--- src/rtl/frog_pkg.sv ---
// Shared definitions for the Frogger game sequencer: state encoding,
// spawn position and the rows that never hold cars.
package frog_pkg;

  typedef enum logic [2:0] {
    ST_IDLE  = 3'd0,
    ST_PLAY  = 3'd1,
    ST_DYING = 3'd2,
    ST_WIN   = 3'd3,
    ST_OVER  = 3'd4
  } game_state_e;

  localparam logic [2:0] START_ROW = 3'd7;
  localparam logic [7:0] START_COL = 8'b0001_0000;

  localparam logic [2:0] GOAL_ROW   = 3'd0;
  localparam logic [2:0] MEDIAN_ROW = 3'd4;

  // Goal, median and start rows have no lane attached, so the frog is always safe there.
  function automatic logic is_safe_row(input logic [2:0] row);
    return (row == GOAL_ROW) || (row == MEDIAN_ROW) || (row == START_ROW);
  endfunction

endpackage

--- src/rtl/frog_game_ctrl_btn_debounce.sv ---
// One button path: 2-flop synchronizer, debounce counter and a one-cycle
// pulse on the debounced press (high-to-low) edge. Buttons are active-low.
module btn_debounce #(
  parameter int DEBOUNCE_CYCLES = 1000000
) (
  input  logic clk,
  input  logic reset,
  input  logic btn_n,
  output logic press
);

  localparam int CNT_W = $clog2(DEBOUNCE_CYCLES + 1);
  localparam logic [CNT_W-1:0] CNT_LAST = CNT_W'(DEBOUNCE_CYCLES - 1);

  logic             sync1_q, sync1_d;
  logic             sync2_q, sync2_d;
  logic             level_q, level_d;
  logic             press_q, press_d;
  logic [CNT_W-1:0] cnt_q, cnt_d;

  // Accept a new level only after it has differed from the current one for the full window; any bounce restarts the count.
  always_comb begin
    sync1_d = btn_n;
    sync2_d = sync1_q;
    level_d = level_q;
    press_d = 1'b0;
    cnt_d   = '0;
    if (sync2_q != level_q) begin
      if (cnt_q == CNT_LAST) begin
        level_d = sync2_q;
        press_d = ~sync2_q;
      end else begin
        cnt_d = cnt_q + 1'b1;
      end
    end
  end

  // Registers come out of reset as "released" so no spurious press fires.
  always_ff @(posedge clk or negedge reset) begin
    if (!reset) begin
      sync1_q <= 1'b1;
      sync2_q <= 1'b1;
      level_q <= 1'b1;
      press_q <= 1'b0;
      cnt_q   <= '0;
    end else begin
      sync1_q <= sync1_d;
      sync2_q <= sync2_d;
      level_q <= level_d;
      press_q <= press_d;
      cnt_q   <= cnt_d;
    end
  end

  assign press = press_q;

endmodule

--- src/rtl/frog_game_ctrl.sv ---
// Frogger game sequencer: debounced moves, frog position, lives, score,
// lane pacing and the IDLE/PLAY/DYING/WIN/OVER flow.
module frog_game_ctrl
  import frog_pkg::*;
#(
  parameter int TICK_DIV        = 100000000,
  parameter int DEBOUNCE_CYCLES = 1000000,
  parameter int LIVES           = 3,
  parameter int HOLD_TICKS      = 2
) (
  input  logic       clk,
  input  logic       reset,
  input  logic       up,
  input  logic       down,
  input  logic       left,
  input  logic       right,
  input  logic [7:0] vert1,
  input  logic [7:0] vert2,
  input  logic [7:0] vert3,
  input  logic [7:0] vert5,
  input  logic [7:0] vert6,
  output logic       lane_step,
  output logic [2:0] frog_row,
  output logic [7:0] frog_col,
  output logic [2:0] game_state,
  output logic [1:0] lives,
  output logic [7:0] score
);

  localparam int TICK_W = $clog2(TICK_DIV + 1);
  localparam int HOLD_W = $clog2(HOLD_TICKS + 1);
  localparam logic [TICK_W-1:0] TICK_LAST  = TICK_W'(TICK_DIV - 1);
  localparam logic [HOLD_W-1:0] HOLD_LAST  = HOLD_W'(HOLD_TICKS - 1);
  localparam logic [1:0]        LIVES_INIT = 2'(LIVES);

  game_state_e       state_q, state_d;
  logic [2:0]        row_q, row_d;
  logic [7:0]        col_q, col_d;
  logic [1:0]        lives_q, lives_d;
  logic [7:0]        score_q, score_d;
  logic [TICK_W-1:0] tick_q, tick_d;
  logic [HOLD_W-1:0] hold_q, hold_d;
  logic              lane_step_q, lane_step_d;

  logic       press_up, press_down, press_left, press_right, any_press;
  logic [7:0] lane_sel;
  logic       hit, active, wrap;

  btn_debounce #(.DEBOUNCE_CYCLES(DEBOUNCE_CYCLES)) u_db_up (
    .clk(clk), .reset(reset), .btn_n(up), .press(press_up)
  );
  btn_debounce #(.DEBOUNCE_CYCLES(DEBOUNCE_CYCLES)) u_db_down (
    .clk(clk), .reset(reset), .btn_n(down), .press(press_down)
  );
  btn_debounce #(.DEBOUNCE_CYCLES(DEBOUNCE_CYCLES)) u_db_left (
    .clk(clk), .reset(reset), .btn_n(left), .press(press_left)
  );
  btn_debounce #(.DEBOUNCE_CYCLES(DEBOUNCE_CYCLES)) u_db_right (
    .clk(clk), .reset(reset), .btn_n(right), .press(press_right)
  );

  assign any_press = press_up | press_down | press_left | press_right;

  // Pick the lane row under the frog; safe rows see no cars.
  always_comb begin
    lane_sel = 8'h00;
    case (row_q)
      3'd1:    lane_sel = vert1;
      3'd2:    lane_sel = vert2;
      3'd3:    lane_sel = vert3;
      3'd5:    lane_sel = vert5;
      3'd6:    lane_sel = vert6;
      default: lane_sel = 8'h00;
    endcase
  end

  assign hit    = !is_safe_row(row_q) && ((lane_sel & col_q) != 8'h00);
  assign active = (state_q == ST_PLAY) || (state_q == ST_DYING) || (state_q == ST_WIN);
  assign wrap   = active && (tick_q == TICK_LAST);

  // Game flow: tick pacing, moves, collision/goal handling and the timed hold before respawn.
  always_comb begin
    state_d = state_q;
    row_d   = row_q;
    col_d   = col_q;
    lives_d = lives_q;
    score_d = score_q;
    hold_d  = hold_q;
    tick_d  = '0;
    if (active) begin
      tick_d = wrap ? '0 : tick_q + 1'b1;
    end

    case (state_q)
      ST_IDLE: begin
        if (any_press) begin
          state_d = ST_PLAY;
          row_d   = START_ROW;
          col_d   = START_COL;
          lives_d = LIVES_INIT;
          score_d = 8'd0;
        end
      end
      ST_PLAY: begin
        if (hit) begin
          state_d = ST_DYING;
          lives_d = lives_q - 2'd1;
          hold_d  = '0;
        end else if (row_q == GOAL_ROW) begin
          state_d = ST_WIN;
          score_d = (score_q == 8'hFF) ? score_q : score_q + 8'd1;
          hold_d  = '0;
        end else if (press_up) begin
          row_d = row_q - 3'd1;
        end else if (press_down) begin
          if (row_q != START_ROW) row_d = row_q + 3'd1;
        end else if (press_left) begin
          if (!col_q[7]) col_d = col_q << 1;
        end else if (press_right) begin
          if (!col_q[0]) col_d = col_q >> 1;
        end
      end
      ST_DYING, ST_WIN: begin
        if (wrap) begin
          if (hold_q == HOLD_LAST) begin
            hold_d = '0;
            if ((state_q == ST_DYING) && (lives_q == 2'd0)) begin
              state_d = ST_OVER;
            end else begin
              state_d = ST_PLAY;
              row_d   = START_ROW;
              col_d   = START_COL;
              tick_d  = '0;
            end
          end else begin
            hold_d = hold_q + 1'b1;
          end
        end
      end
      ST_OVER: begin
        if (any_press) state_d = ST_IDLE;
      end
      default: state_d = ST_IDLE;
    endcase

    lane_step_d = wrap && (state_q == ST_PLAY) && (state_d == ST_PLAY);
  end

  // All game state registers; reset returns the board to the idle start picture.
  always_ff @(posedge clk or negedge reset) begin
    if (!reset) begin
      state_q     <= ST_IDLE;
      row_q       <= START_ROW;
      col_q       <= START_COL;
      lives_q     <= LIVES_INIT;
      score_q     <= 8'd0;
      tick_q      <= '0;
      hold_q      <= '0;
      lane_step_q <= 1'b0;
    end else begin
      state_q     <= state_d;
      row_q       <= row_d;
      col_q       <= col_d;
      lives_q     <= lives_d;
      score_q     <= score_d;
      tick_q      <= tick_d;
      hold_q      <= hold_d;
      lane_step_q <= lane_step_d;
    end
  end

  assign lane_step  = lane_step_q;
  assign frog_row   = row_q;
  assign frog_col   = col_q;
  assign game_state = state_q;
  assign lives      = lives_q;
  assign score      = score_q;

endmodule

--- config.mk ---
export PLATFORM = sky130hd
export DESIGN_NAME = frog_game_ctrl
export DESIGN_NICKNAME = d
export VERILOG_FILES = /design/src/rtl/frog_pkg.sv /design/src/rtl/frog_game_ctrl_btn_debounce.sv /design/src/rtl/frog_game_ctrl.sv
export SDC_FILE = /design/constraint.sdc
export NUM_CORES = 1
export LEC_CHECK = 0
export CAP_MARGIN = 25
export CORE_MARGIN = 5
export CORE_UTILIZATION = 45
export DETAILED_ROUTE_END_ITERATION = 12
export GPL_ROUTABILITY_DRIVEN = 0
export PLACE_DENSITY = 0.66
export SYNTH_ARGS = -nofsm -noshare
export SYNTH_HDL_FRONTEND = slang
export SYNTH_SLANG_ARGS = --single-unit
export TNS_END_PERCENT = 100
--- constraint.sdc ---
create_clock -name clk -period 5.5 [get_ports clk]
set_input_delay 0.55 -clock clk [delete_from_list [all_inputs] [get_ports clk]]
set_output_delay 0.55 -clock clk [all_outputs]
set_load 0.01 [all_outputs]
* Word-level counts from Yosys, hierarchy flattened
Index checks and enable logic that the tools add are counted.
Operators by class: eq/ne operators 41, multiplexer cells 67, bitwise logic cells 8, reductions and logical operators 29, add/subtract/negate cells 10
Operators with widths (count):
- $mux 27 | 6
- $mux 20 | 8
- $mux 8 | 16
- $add 20x1->20 const B | 4
- $eq 20x20->1 const B | 4
- $mux 3 | 16
- $pmux 8 s5 | 1
- $add 27x1->27 const B | 1
- $eq 27x27->1 const B | 1
- $pmux 8 s3 | 1
- $reduce_and 11->1 | 2
- $ne 2x2->1 const B | 10
- $pmux 8 s2 | 1
- $eq 3x3->1 const B | 5
- $eq 3x2->1 const B | 4
- $mux 2 | 6
- $pmux 3 s4 | 1
- $reduce_and 12->1 | 1
- $eq 3x1->1 const B | 3
- $ne 3x1->1 const B | 3
- $pmux 3 s3 | 1
- $reduce_and 9->1 | 1
- $add 8x1->8 const B | 1
- $and 8x8->8 | 1
- 26 further kinds | 57
Word-level totals: bits of input ports 46, bits in registers 150, output and inout port bits 25, word-level logic and storage cells 185

* Logic depth before layout (Yosys ltp)
Gate-level depths: netlist of the first run.
word-level depth 10, mapped depth 12, depth with buffers taken out 10

* Hierarchy
From an unflattened synthesis of the first run, not the netlist that was laid out.
Second synthesis, totals: cells, all modules 791, area total of the unflattened synthesis 8045.2 um^2
Modules (own cells, without submodules):
- btn_debounce | cells each 107, instances 4, seq. area each 604.3 um^2, area each 1188.6 um^2
- frog_game_ctrl | cells each 363, instances 1, seq. area each 1358.8 um^2, area each 3290.7 um^2

* Worst setup path after synthesis of the first run
OpenSTA, ideal clock, no wires.
kind reg2reg, start point reg row_q[2], in the netlist frog_row[2], end point reg row_q[0], in the netlist frog_row[0], slack 2.618 ns, data required time 5.418 ns, buffers on the path 2, arrival 2.799 ns, stages on the path, launching flop included 12, period minus slack after synthesis 2.882 ns, library setup time 0.082 ns, path through dfstp_2 buf_6 inv_4 ha_1 buf_6 and3_1 a41oi_2 o21ai_1 or4_4 or3_4 a21oi_4 mux2_2
On the way: word-level cells in the longest chain between the ends 7, elaborated cells on any way between the ends 20, those cells by class eq/ne: 11; mux: 1; bitwise: 1; reduce/logical: 7
Ends and longest elaborated chain:
- from (decl) | RTL line frog_game_ctrl.sv:37 | logic [2:0] row_q, row_d;
- from (signal assigned) | RTL line frog_game_ctrl.sv:162 | row_q <= row_d;
- $eq 3x3->1 (tied with other cells) | RTL line frog_game_ctrl.sv:67 | case (row_q)
- $pmux 8 s5 or $logic_or 1x1->1 (tied branches) | RTL line frog_game_ctrl.sv:67, frog_pkg.sv:21
- $and 8x8->8 or $logic_or 1x1->1 (tied branches) | RTL line frog_game_ctrl.sv:77, frog_pkg.sv:21
- $reduce_bool 8->1 or $logic_not 1->1 (tied branches) | RTL line frog_game_ctrl.sv:77 | assign hit = !is_safe_row(row_q) && ((lane_sel & col_q) != 8'h00);
- $logic_and 1x1->1 | RTL line frog_game_ctrl.sv:77
- $ne 2x2->1 (no line)
- $reduce_and 9->1 (no line) *
Mark *: on every way between the ends. The rest lies on a longest branch, timed or not. A chain may end at the register's enable or synchronous reset.

* Final worst setup path of the first run
start point reg row_q[2], in the netlist frog_row[2], end point reg col_q[6], in the netlist frog_col[6]
On the way: word-level cells in the longest chain between the ends 7, elaborated cells on any way between the ends 18, those cells by class eq/ne: 9; mux: 1; bitwise: 1; reduce/logical: 7
Ends and longest elaborated chain:
- $eq 3x3->1 (tied with other cells) | RTL line frog_game_ctrl.sv:67
- $pmux 8 s5 or $logic_or 1x1->1 (tied branches) | RTL line frog_game_ctrl.sv:67, frog_pkg.sv:21
- $and 8x8->8 or $logic_or 1x1->1 (tied branches) | RTL line frog_game_ctrl.sv:77, frog_pkg.sv:21
- $reduce_bool 8->1 or $logic_not 1->1 (tied branches) | RTL line frog_game_ctrl.sv:77
- $logic_and 1x1->1 | RTL line frog_game_ctrl.sv:77
- $ne 2x2->1 (no line)
- $reduce_and 12->1 (no line) *
- to (signal assigned) | RTL line frog_game_ctrl.sv:163 | col_q <= col_d;
- to (decl) | RTL line frog_game_ctrl.sv:38 | logic [7:0] col_q, col_d;
Marks and branches as above.

==> metrics.md, run 1 <==
| Metric | Value |
|---|---|
| Seq cells post-synth | `150` |
| Wire length per cell | `14.5 µm` |
| Clock skew | `0.00887 ns` |
| Maxcap violations | `0` |
| RSZ-0062 raised after global routing | `false` |
| Initial antenna violation count | `0` |
| Post-CTS Setup Inserts | `0` |
| WP data arrival | `3.56 ns` |
| Layer with the highest usage | `met2` |
| Largest net degree at the start of global routing | `101` |
| Deepest clock path buffer count | `2` |
| FMAX | `304 MHz` |
| Detail Placement HPWL | `10,300 µm` |
| Ys flop type | `dfrtp_1` |
| Row cnt | `47` |
| GRT Total Usage | `16.5%` |
| Vias in the first global route | `5,553` |
| Slew Limit Headroom | `40.9%` |
| Largest stage delay on the critical path | `0.85 ns` |
| Syn Nets | `838` |
| Setup crit end kind | `register` |
| IO Count | `71` |
| M2 GR Usage | `24.9%` |
| GR Util met1 | `23.1%` |
| TritonCTS clock tree | `built` |
| First-pass GRT wire length | `26,800 µm` |
| Layout cells sized above 1 | `8.04%` |
| DRT Pass-1 Iters | `4` |
| Layout Utilization | `54.6%` |
| Top cells by area, synth | `dfrtp_1 44%, xor2_1 7.2%, nor2_1 7.1%` |
| Vias/cell | `5.33` |
| Y dimension of the die | `140 µm` |
| Yosys warns | `0` |
| Reg2Reg Capture Point | `frog_col[6]` |
| CP max-delay cell | `dfstp_2` |
| Status | `finished clean` |
| Synth-to-layout area growth | `19.4%` |
| Final Max Tran Viols | `0` |
| Synth area leader | `dfrtp_1` |
| R2R setup slack | `2.21 ns` |
| Cts bufs inserted | `17` |
| Post-synth top area share | `43.5%` |
| CP Cell Sequence | `inv_4 > ha_1 > and3_1 > a41oi_2 > o21ai_1 > or4_4 > o21ai_4 > nand4_1 > a21oi_1 > o22ai_1` |
| Number of fill cells | `1,518` |
| Crit path max-delay family | `compound AO/OA/AOI/OAI gates` |
| Critical path fanouts, max | `20` |
| Met3 Usage GRT | `4.43%` |
| IR drop worst, VDD | `231 µV` |
| Count of final setup violators | `0` |
| Post_cts resized | `0` |
| RR Startpoint | `frog_row[2]` |
| H-Tree Depth | `4` |
| Worst-path clk slew | `0.06 ns` |
| R2R depth | `10` |
| Post-synth EDFFs | `0` |
| Clk Latency, worst-skew pair | `0.42 ns` |
| Setup TNS | `0 ns` |
| Worst path bufs/invs | `1` |
| Slew @ Worst Pin | `0.887 ns` |
| Pwr Density | `317 nW/µm²` |
| Post-Syn Area | `7590 µm²` |
| Static leakage | `3.87 nW` |
| Die width | `140 µm` |
| CP Launch Type | `register` |
| DRC errors left | `0` |
| Mapped Cells | `778` |
| Via Count | `5,747` |
| Min Tclk post-route | `3.29 ns` |
| Hold violation total from the final report | `0` |
| Period utilization | `59.8%` |
| Antenna cells | `0` |
| Critical Path RT | `5.77 ns` |
| Crit Path Category | `reg2reg` |
| Core area | `16,600 µm²` |
| Die Area | `19,600 µm²` |
| HP Class | `in2async` |
| Root Driver | `clkbuf_16` |
| Async SR Flop Fraction | `100%` |
| Mean Syn Cell Area | `9.75 µm²` |
| Seq/Total Area, Yosys | `49.8%` |
| DRT iter0 DRCs | `448` |
| Total gr overflow | `0` |
| Port-buffer cells | `70` |
| Clock sinks | `150` |
| Number of hold buffers added after cts | `0` |
| Nets | `907` |
| Drt total wl | `15,600 µm` |
| Yosys cell types | `60` |
| Initial Utilization | `45.8%` |
| Post-DRT Antenna Nets | `0` |
==> sequential cells by signal, indices dropped and copies added (netlist names), 2 cells and up <==
| signal | cells |
|---|---|
| u_db_left.cnt_q | 20 |
| score | 8 |
| u_db_up.cnt_q | 20 |
| hold_q | 2 |
| frog_row | 3 |
| tick_q | 27 |
| u_db_down.cnt_q | 20 |
| frog_col | 8 |
| game_state | 3 |
| u_db_right.cnt_q | 20 |
| lives | 2 |
==> routing by layer <==
metal  part of all wire, %  up-vias
li1                      -     2828
met1                    49     2753
met2                    44      146
met3                   5.6       20
met4                   1.5        0
met5                     0        -
==> placed cells by master (no fill, tap or decap), types with 6 or more instances in the layout <==
cell type        Yosys  final
a21oi_1             18     18
a22oi_1              7      7
and3_1              28     28
and4_1               6      6
clkbuf_16            0     17
clkdlybuf4s50_1      0     69
dfrtp_1            132    132
dfstp_2             18     18
ha_1                14     14
inv_1               23     23
mux2i_1             11     11
nand2_1             46     46
nand2b_1             6      6
nand3_1             68     68
nand4_1             28     28
nor2_1             143    143
nor3_1               8      8
nor4_1               8      8
nor4b_1              7      7
o21ai_0             14     14
o22ai_1              9      9
or3_1                7      7
xnor2_1             39     39
xor2_1              62     62
==> per-stage QoR <==
| step | hold slack [ns] | area [µm²] | worst slack (ns) | total power [mW] | cells |
|---|---|---|---|---|---|
| 2_1_floorplan | 0.254 | 7590 | 2.62 | 1.56 | 778 |
| 3_5_place_dp | 0.347 | 8460 | 2.28 | 1.70 | 1048 |
| 3_3_place_gp | 0.345 | 8460 | 2.30 | 1.70 | 1048 |
| 4_1_cts | 0.278 | 9060 | 2.24 | 2.91 | 1078 |
| 5_1_grt | 0.329 | 9060 | 2.12 | 3.01 | 1078 |
| 6_report | 0.221 | 9060 | 2.21 | 2.87 | 1078 |
==> layout make-up <==
type,count,area [µm²],area share [%]
multi-input combinational,582,3590,39.7
clock inverter,8,123,1.35
clock buffer,22,484,5.34
timing repair buffer,72,717,7.91
sequential,150,3780,41.7
tap,220,275,3.04
inverter,24,92.6,1.02
==> synthesized netlist by cell type, drive strengths merged, types with 4 or more instances <==
library cell,number
and4,6
dfstp,18
nor2b,5
xnor2,39
nor3b,5
o22ai,9
nor2,144
ha,14
nand2b,6
nand3b,4
o21ai,16
a21oi,19
mux2,5
dfrtp,132
nand2,47
mux2i,11
and3,28
inv,24
nand4,28
xor2,62
or3,8
nand3,68
nor4b,7
clkbuf,16
nor3,8
buf,6
nor4,9
a22oi,7
==> worst max-delay path by stage <==
stage,from,endpoint,depth (start not counted)
final,frog_row[2],frog_col[6],10
after global routing,frog_row[2],frog_col[6],10
after CTS,frog_row[2],frog_col[6],10
after floorplan,frog_row[2],frog_row[0],11
after detailed placement,frog_row[2],frog_col[6],10
after global placement,frog_row[2],frog_col[6],10
==> cells by family (layout without fill, tap and decap cells) <==
family	after synthesis	in the layout	synth area share [%]
simple gates	384	384	25.1
flops	150	150	49.8
xor+xnor	101	101	11.7
compound gates	67	67	6.07
buf+inv	46	126	2.87
mux	16	16	2.19
fa+ha+maj	14	14	2.31
==> where the power goes <==
part           internal (mW)  switching (mW)
clock                  0.755           0.436
sequential              1.17          0.0913
combinational          0.197           0.224
Note: power is estimated with default switching activity, not from simulation.
==> inputs of run 2 (changes only) <==
==> constraint.sdc (replaced) <==
create_clock -name clk -period 3.18 [get_ports clk]
set_input_delay 0.318 -clock clk [delete_from_list [all_inputs] [get_ports clk]]
set_output_delay 0.318 -clock clk [all_outputs]
set_load 0.01 [all_outputs]
==> metrics.md, run 2 (synthesized netlist as in run 1, its figures left out) <==
| Metric | Value |
|---|---|
| IO Count | `71 (unchanged)` |
| Commonest non-fill, non-tap cell in the layout | `nor2_1` |
| Count of final setup violators | `0 (unchanged)` |
| Crit path max-delay family | `simple AND/OR/NAND/NOR gates` |
| Initial Utilization | `45.8% (unchanged)` |
| Slew @ Worst Pin | `0.734 ns (-0.154 ns)` |
| P_int | `3.76 mW (+77%)` |
| Post-CTS Setup Inserts | `0 (unchanged)` |
| Critical path fanouts, max | `10 (-50%)` |
| First-pass GRT wire length | `26,500 µm (-1.1%)` |
| HP Class | `in2reg` |
| Period utilization | `90.7% (+31 points)` |
| Post_cts resized | `0 (unchanged)` |
| CP Depth | `9 (-1)` |
| GRT Total Usage | `16.5% (-0.056 points)` |
| DRT iter0 DRCs | `399 (-11%)` |
| Setup TNS | `0 ns (unchanged)` |
| Number of flip-flops under the largest register name | `27 (unchanged)` |
| FMAX | `347 MHz (+14%)` |
| Final Max Tran Viols | `0 (unchanged)` |
| Synth-to-layout area growth | `20.7%` |
| CP Launch Type | `register` |
| Via Count | `5,682 (-1.1%)` |
| Port-buffer cells | `70 (unchanged)` |
| Post-DRT Antenna Nets | `0 (unchanged)` |
| Largest net degree at the start of global routing | `72 (-29%)` |
| Layout cells sized above 1 | `8.67% (+0.63 points)` |
| Deepest clock path buffer count | `2 (unchanged)` |
| Worst-path clk slew | `0.06 ns (about the same)` |
| Hold violation total from the final report | `0 (unchanged)` |
| R2R setup slack | `0.30 ns (-1.91 ns)` |
| Setup crit end kind | `register` |
| Die width | `140 µm (unchanged)` |
| IR drop worst, VDD | `397 µV (+72%)` |
| Root Driver | `clkbuf_16` |
| Reg2Reg Capture Point | `frog_col[6]` |
| Drt total wl | `15,500 µm (-0.23%)` |
| Combinational share of power | `15.8% (+1.2 points)` |
| Nets | `912 (+0.55%)` |
| Status | `finished clean` |
| Clk Latency, worst-skew pair | `0.42 ns (about the same)` |
| TritonCTS clock tree | `built` |
| H-Tree Depth | `4 (unchanged)` |
| RR Startpoint | `frog_row[0]` |
| Cts bufs inserted | `17 (unchanged)` |
| Min Tclk post-route | `2.88 ns (-0.408 ns)` |
| Largest stage delay on the critical path | `0.58 ns (-0.27 ns)` |
| Worst slack, placed | `0.322 ns (-1.95 ns)` |
| Crit Path Category | `reg2reg` |
| Switch share | `25.6% (-0.54 points)` |
| CP Cell Sequence | `inv_1 > ha_1 > nand4_1 > nand4_1 > or4_4 > o21ai_4 > nand4_1 > a21oi_1 > o22ai_1` |
| DRC errors left | `0 (unchanged)` |
| Layout Utilization | `55.2% (+0.59 points)` |
| Share of power burned in registers | `42.2% (-1.7 points)` |
| CP max-delay cell | `dfstp_2` |
| Biggest register | `tick_q` |
| Y dimension of the die | `140 µm (unchanged)` |
| Vias in the first global route | `5,466 (-1.6%)` |
| Detail Placement HPWL | `10,800 µm (+4.4%)` |
| Cell repeated most along the worst path | `nand4_1` |
| Clock power share | `42.0% (+0.6 points)` |
| Wire length per cell | `14.3 µm (-0.87%)` |
| DRT Pass-1 Iters | `5 (+1)` |
| Pwr Density | `552 nW/µm² (+74%)` |
| Critical Path RT | `3.46 ns (-2.31 ns)` |
| Row cnt | `47 (unchanged)` |
| Placed insts | `1,052 (+0.38%)` |
| Maxcap violations | `0 (unchanged)` |
| Clock sinks | `150 (unchanged)` |
| Vias/cell | `5.24 (-1.8%)` |
| Clock skew | `0.00598 ns (-0.00289 ns)` |
| WP data arrival | `3.16 ns (-0.40 ns)` |
| Worst path bufs/invs | `1 (unchanged)` |
| Most frequent cells in the layout | `143 x nor2_1, 132 x dfrtp_1, 69 x clkdlybuf4s50_1, 68 x nand3_1, 62 x xor2_1` |
| Initial antenna violation count | `0 (unchanged)` |
| Total gr overflow | `0 (unchanged)` |
| CP Capture Point | `frog_col[6]` |
| Slew Limit Headroom | `51.1% (+10 points)` |
| Crit path from | `frog_row[0]` |
| Antenna cells | `0 (unchanged)` |
| Die Area | `19,600 µm² (unchanged)` |
| NetSw | `1.29 mW (+72%)` |
| R2R depth | `9 (-1)` |
| Worst Setup Slack, final | `0.297 ns (-1.91 ns)` |
| Non-Filler Instances | `1,085 (+0.65%)` |
| Core area | `16,600 µm² (unchanged)` |
| RSZ-0062 raised after global routing | `false` |
| Static leakage | `3.93 nW (+1.6%)` |
| Number of fill cells | `1,462 (-3.7%)` |
[run 2: cell types whose count changed in the layout (fill, tap and decap cells not counted)]
cell,previous run,this run
dlygate4sd3_1,0,1
clkinv_4,0,1
buf_4,2,4
buf_12,0,2
clkinv_2,2,3
clkbuf_8,4,7
clkinvlp_4,3,0
[run 2: layer usage]
layer	vias to the layer above	track usage, %	wire length [µm]
li1	2841	-	-
met1	2707	22.8	7680
met2	121	25.2	6970
met3	13	3.98	718
met4	0	6.22	174
met5	-	0	0
[run 2: worst register-to-register path: cells and delay by family (launching register included)]
kind | cells | cell delay [ns]
fa+ha+maj | 1 | 0.33
simple gates | 4 | 0.91
buf+inv | 1 | 0.09
flops | 1 | 0.58
compound gates | 3 | 0.83
[run 2: worst min path at each step]
stage / slack (ns) / cells after the start / from / end
3_3_place_gp: 0.35 / 0 / u_db_left.sync1_q / u_db_left.sync2_q
6_report: 0.30 / 1 / left / u_db_left.sync1_q
2_1_floorplan: 0.02 / 0 / reset / frog_col[0]
5_1_grt: 0.28 / 1 / left / u_db_left.sync1_q
3_5_place_dp: 0.35 / 0 / u_db_up.sync1_q / u_db_up.sync2_q
4_1_cts: 0.28 / 1 / left / u_db_left.sync1_q
[run 2: power groups by stage]
| stage | combinational (mW) | clock [mW] | sequential [mW] |
|---|---|---|---|
| after global routing | 0.873 | 2.28 | 2.16 |
| final | 0.798 | 2.12 | 2.14 |
| after global placement | 0.798 | 0 | 2.17 |
| after CTS | 0.809 | 2.18 | 2.14 |
| after floorplan | 0.553 | 0 | 2.14 |
| after detailed placement | 0.804 | 0 | 2.17 |
[run 2: what timing repair did]
action,4_1_cts,5_1_grt
hold endpoints to repair,64,0
hold buffers,1,0
setup endpoints to repair,0,0
[run 2: area by class of cell]
cell class	instances	area, µm²	share of cell area [%]
inverter	24	92.6	1.01
timing repair buffer	77	782	8.54
multi-input combinational	582	3590	39.2
sequential	150	3780	41.2
clock buffer	25	526	5.74
tap	220	275	3.01
clock inverter	7	114	1.24
[run 2: per-stage QoR]
step / cell area (µm²) / hold slack, ns / power [mW]
global placement: 8510 / 0.346 / 2.97
floorplan: 7590 / 0.0224 / 2.69
detailed placement: 8510 / 0.348 / 2.97
finish: 9160 / 0.303 / 5.06
global route: 9160 / 0.281 / 5.31
CTS: 9160 / 0.280 / 5.13
==> inputs of run 3 (changes only) <==
--- a/config.mk
+++ b/config.mk
@@ -6,7 +6,7 @@
 export NUM_CORES = 1
 export LEC_CHECK = 0
 export CAP_MARGIN = 25
-export CORE_MARGIN = 5
+export CORE_MARGIN = 2
 export CORE_UTILIZATION = 45
 export DETAILED_ROUTE_END_ITERATION = 12
 export GPL_ROUTABILITY_DRIVEN = 0
==> metrics.md, run 3 (synthesized netlist as in run 1, its figures left out) <==
| Metric | Value |
|---|---|
| Status | `finished clean` |
| Cts bufs inserted | `17 (unchanged)` |
| CP Launch Type | `register` |
| Critical Path RT | `3.46 ns (about the same)` |
| RSZ-0062 raised after global routing | `false` |
| Commonest non-fill, non-tap cell in the layout | `nor2_1` |
| Period utilization | `91.8% (+1.1 points)` |
| Deepest clock path buffer count | `2 (unchanged)` |
| HP Class | `in2reg` |
| Static leakage | `3.88 nW (-1.3%)` |
| Root Driver | `clkbuf_16` |
| Detail Placement HPWL | `10,500 µm (-2.3%)` |
| Slew @ Worst Pin | `0.712 ns (-0.0215 ns)` |
| TritonCTS clock tree | `built` |
| CP Cell Sequence | `inv_1 > ha_1 > nand4_1 > nand4_1 > or4_4 > o21ai_4 > nand4_1 > a21oi_1 > o22ai_1` |
| First-pass GRT wire length | `26,400 µm (-0.26%)` |
| Clock sinks | `150 (unchanged)` |
| Post-DRT Antenna Nets | `0 (unchanged)` |
| H-Tree Depth | `4 (unchanged)` |
| Core area | `16,500 µm² (-0.35%)` |
| Number of flip-flops under the largest register name | `27 (unchanged)` |
| Area of the multi-input gates | `3590 µm² (unchanged)` |
| Row cnt | `47 (unchanged)` |
| Critical path fanouts, max | `10 (unchanged)` |
| Clk Latency, worst-skew pair | `0.42 ns (about the same)` |
| Vias in the first global route | `5,606 (+2.6%)` |
| Layout cells sized above 1 | `8.89% (+0.22 points)` |
| Total gr overflow | `0 (unchanged)` |
| GRT Total Usage | `18.1% (+1.7 points)` |
| Drt total wl | `15,300 µm (-1.7%)` |
| Placed Area | `8510 µm² (about the same)` |
| R2R setup slack | `0.26 ns (-0.03 ns)` |
| Worst Hold Path Cells | `1 (unchanged)` |
| Initial antenna violation count | `0 (unchanged)` |
| Hold violation total from the final report | `0 (unchanged)` |
| Most frequent cells in the layout | `143 x nor2_1, 132 x dfrtp_1, 69 x clkdlybuf4s50_1, 68 x nand3_1, 62 x xor2_1` |
| WP data arrival | `3.19 ns (+0.03 ns)` |
| Die width | `134 µm (-4.3%)` |
| Initial Utilization | `45.9% (+0.16 points)` |
| Largest stage delay on the critical path | `0.58 ns (about the same)` |
| Final Max Tran Viols | `0 (unchanged)` |
| Cell repeated most along the worst path | `nand4_1` |
| Min Tclk post-route | `2.92 ns (+0.0349 ns)` |
| DRT iter0 DRCs | `414 (+3.8%)` |
| Wire length per cell | `14.1 µm (-1.8%)` |
| Antenna cells | `0 (unchanged)` |
| Pwr Density | `530 nW/µm² (-4.1%)` |
| Nets | `913 (+0.11%)` |
| IO Count | `71 (unchanged)` |
| Non-Filler Instances | `1,086 (+0.092%)` |
| IR drop worst, VDD | `382 µV (-3.9%)` |
| Worst Setup Slack, final | `0.262 ns (-0.0349 ns)` |
| Clock skew | `0.0110 ns (+0.00503 ns)` |
| FMAX | `343 MHz (-1.2%)` |
| Number of fill cells | `1,484 (+1.5%)` |
| Count of final setup violators | `0 (unchanged)` |
| Port-buffer cells | `70 (unchanged)` |
| Biggest register | `tick_q` |
| Final Cell Area | `9070 µm² (-0.93%)` |
| Maxcap violations | `0 (unchanged)` |
| Power, Total | `4.81 mW (-5.0%)` |
| Synth-to-layout area growth | `19.6%` |
| Largest net degree at the start of global routing | `67 (-6.9%)` |
| Worst-path clk slew | `0.06 ns (about the same)` |
| Crit Path Category | `reg2reg` |
| Setup crit end kind | `register` |
| CP max-delay cell | `dfstp_2` |
| Placed insts | `1,053 (+0.095%)` |
| Via Count | `5,791 (+1.9%)` |
| Worst slack, placed | `0.293 ns (-0.0292 ns)` |
| DRC errors left | `0 (unchanged)` |
| R2R depth | `9 (unchanged)` |
| Post_cts resized | `0 (unchanged)` |
| Vias/cell | `5.33 (+1.8%)` |
| Setup TNS | `0 ns (unchanged)` |
| Register area | `3780 µm² (unchanged)` |
| Y dimension of the die | `134 µm (-4.3%)` |
| Slew Limit Headroom | `52.5% (+1.4 points)` |
| DRT Pass-1 Iters | `5 (unchanged)` |
| Die Area | `17,900 µm² (-8.4%)` |
## run 3: cell count changes in the layout (fill, tap and decap cells not counted), moves of 2 or more
cell | previous run | this run
bufinv_16 | 3 | 1
clkbuf_8 | 7 | 2
clkinv_2 | 3 | 6
buf_4 | 4 | 6
clkinvlp_4 | 0 | 5
## run 3: worst max-delay path: cells and delay by family (launching register included)
family / cells / cell delay [ns]
buf+inv: 1 / 0.09
simple gates: 4 / 0.93
fa+ha+maj: 1 / 0.33
flops: 1 / 0.58
compound gates: 3 / 0.84
## run 3: report_power, final
group | switching [mW] | internal (mW) | leakage, nW | total [mW]
clock | 0.773 | 1.11 | 0.267 | 1.88
combinational | 0.435 | 0.355 | 1.61 | 0.789
sequential | 0.110 | 2.02 | 2.01 | 2.13
total | 1.32 | 3.49 | 3.88 | 4.81
## run 3: per-layer routing
layer | up-vias | share of wire, % | GRT usage [%]
li1 | 2840 | - | -
met1 | 2773 | 47 | 24.2
met2 | 148 | 45 | 28.4
met3 | 30 | 5.2 | 4.50
met4 | 0 | 2.0 | 7.33
met5 | - | 0 | 0
## run 3: metrics by stage
step           util (%)  hold slack (ns)
6_report           54.9            0.299
5_1_grt            54.9            0.288
4_1_cts            54.9            0.283
3_5_place_dp       51.5            0.314
3_3_place_gp       51.5            0.313
2_1_floorplan         -           0.0224
## run 3: path summary, 6_finish.rpt
path,startpoint,end
max in group asynchronous,reset,u_db_up.sync2_q
min in group asynchronous,reset,score[1]
worst max-delay path,frog_row[0],frog_col[6]
worst min register to register,u_db_left.sync1_q,u_db_left.sync2_q
worst max register to register,frog_row[0],frog_col[6]
worst min-delay path,up,u_db_up.sync1_q
## run 3: final cells by class
class	instances	area share (%)
clock inverter	13	1.17
clock buffer	19	4.99
sequential	150	41.6
timing repair buffer	78	8.56
multi-input combinational	582	39.6
inverter	24	1.02
tap	220	3.03
## run 3: repair_timing
action	4_1_cts	5_1_grt
buffers inserted	0	0
hold buffers	1	0
hold endpoints to repair	54	0
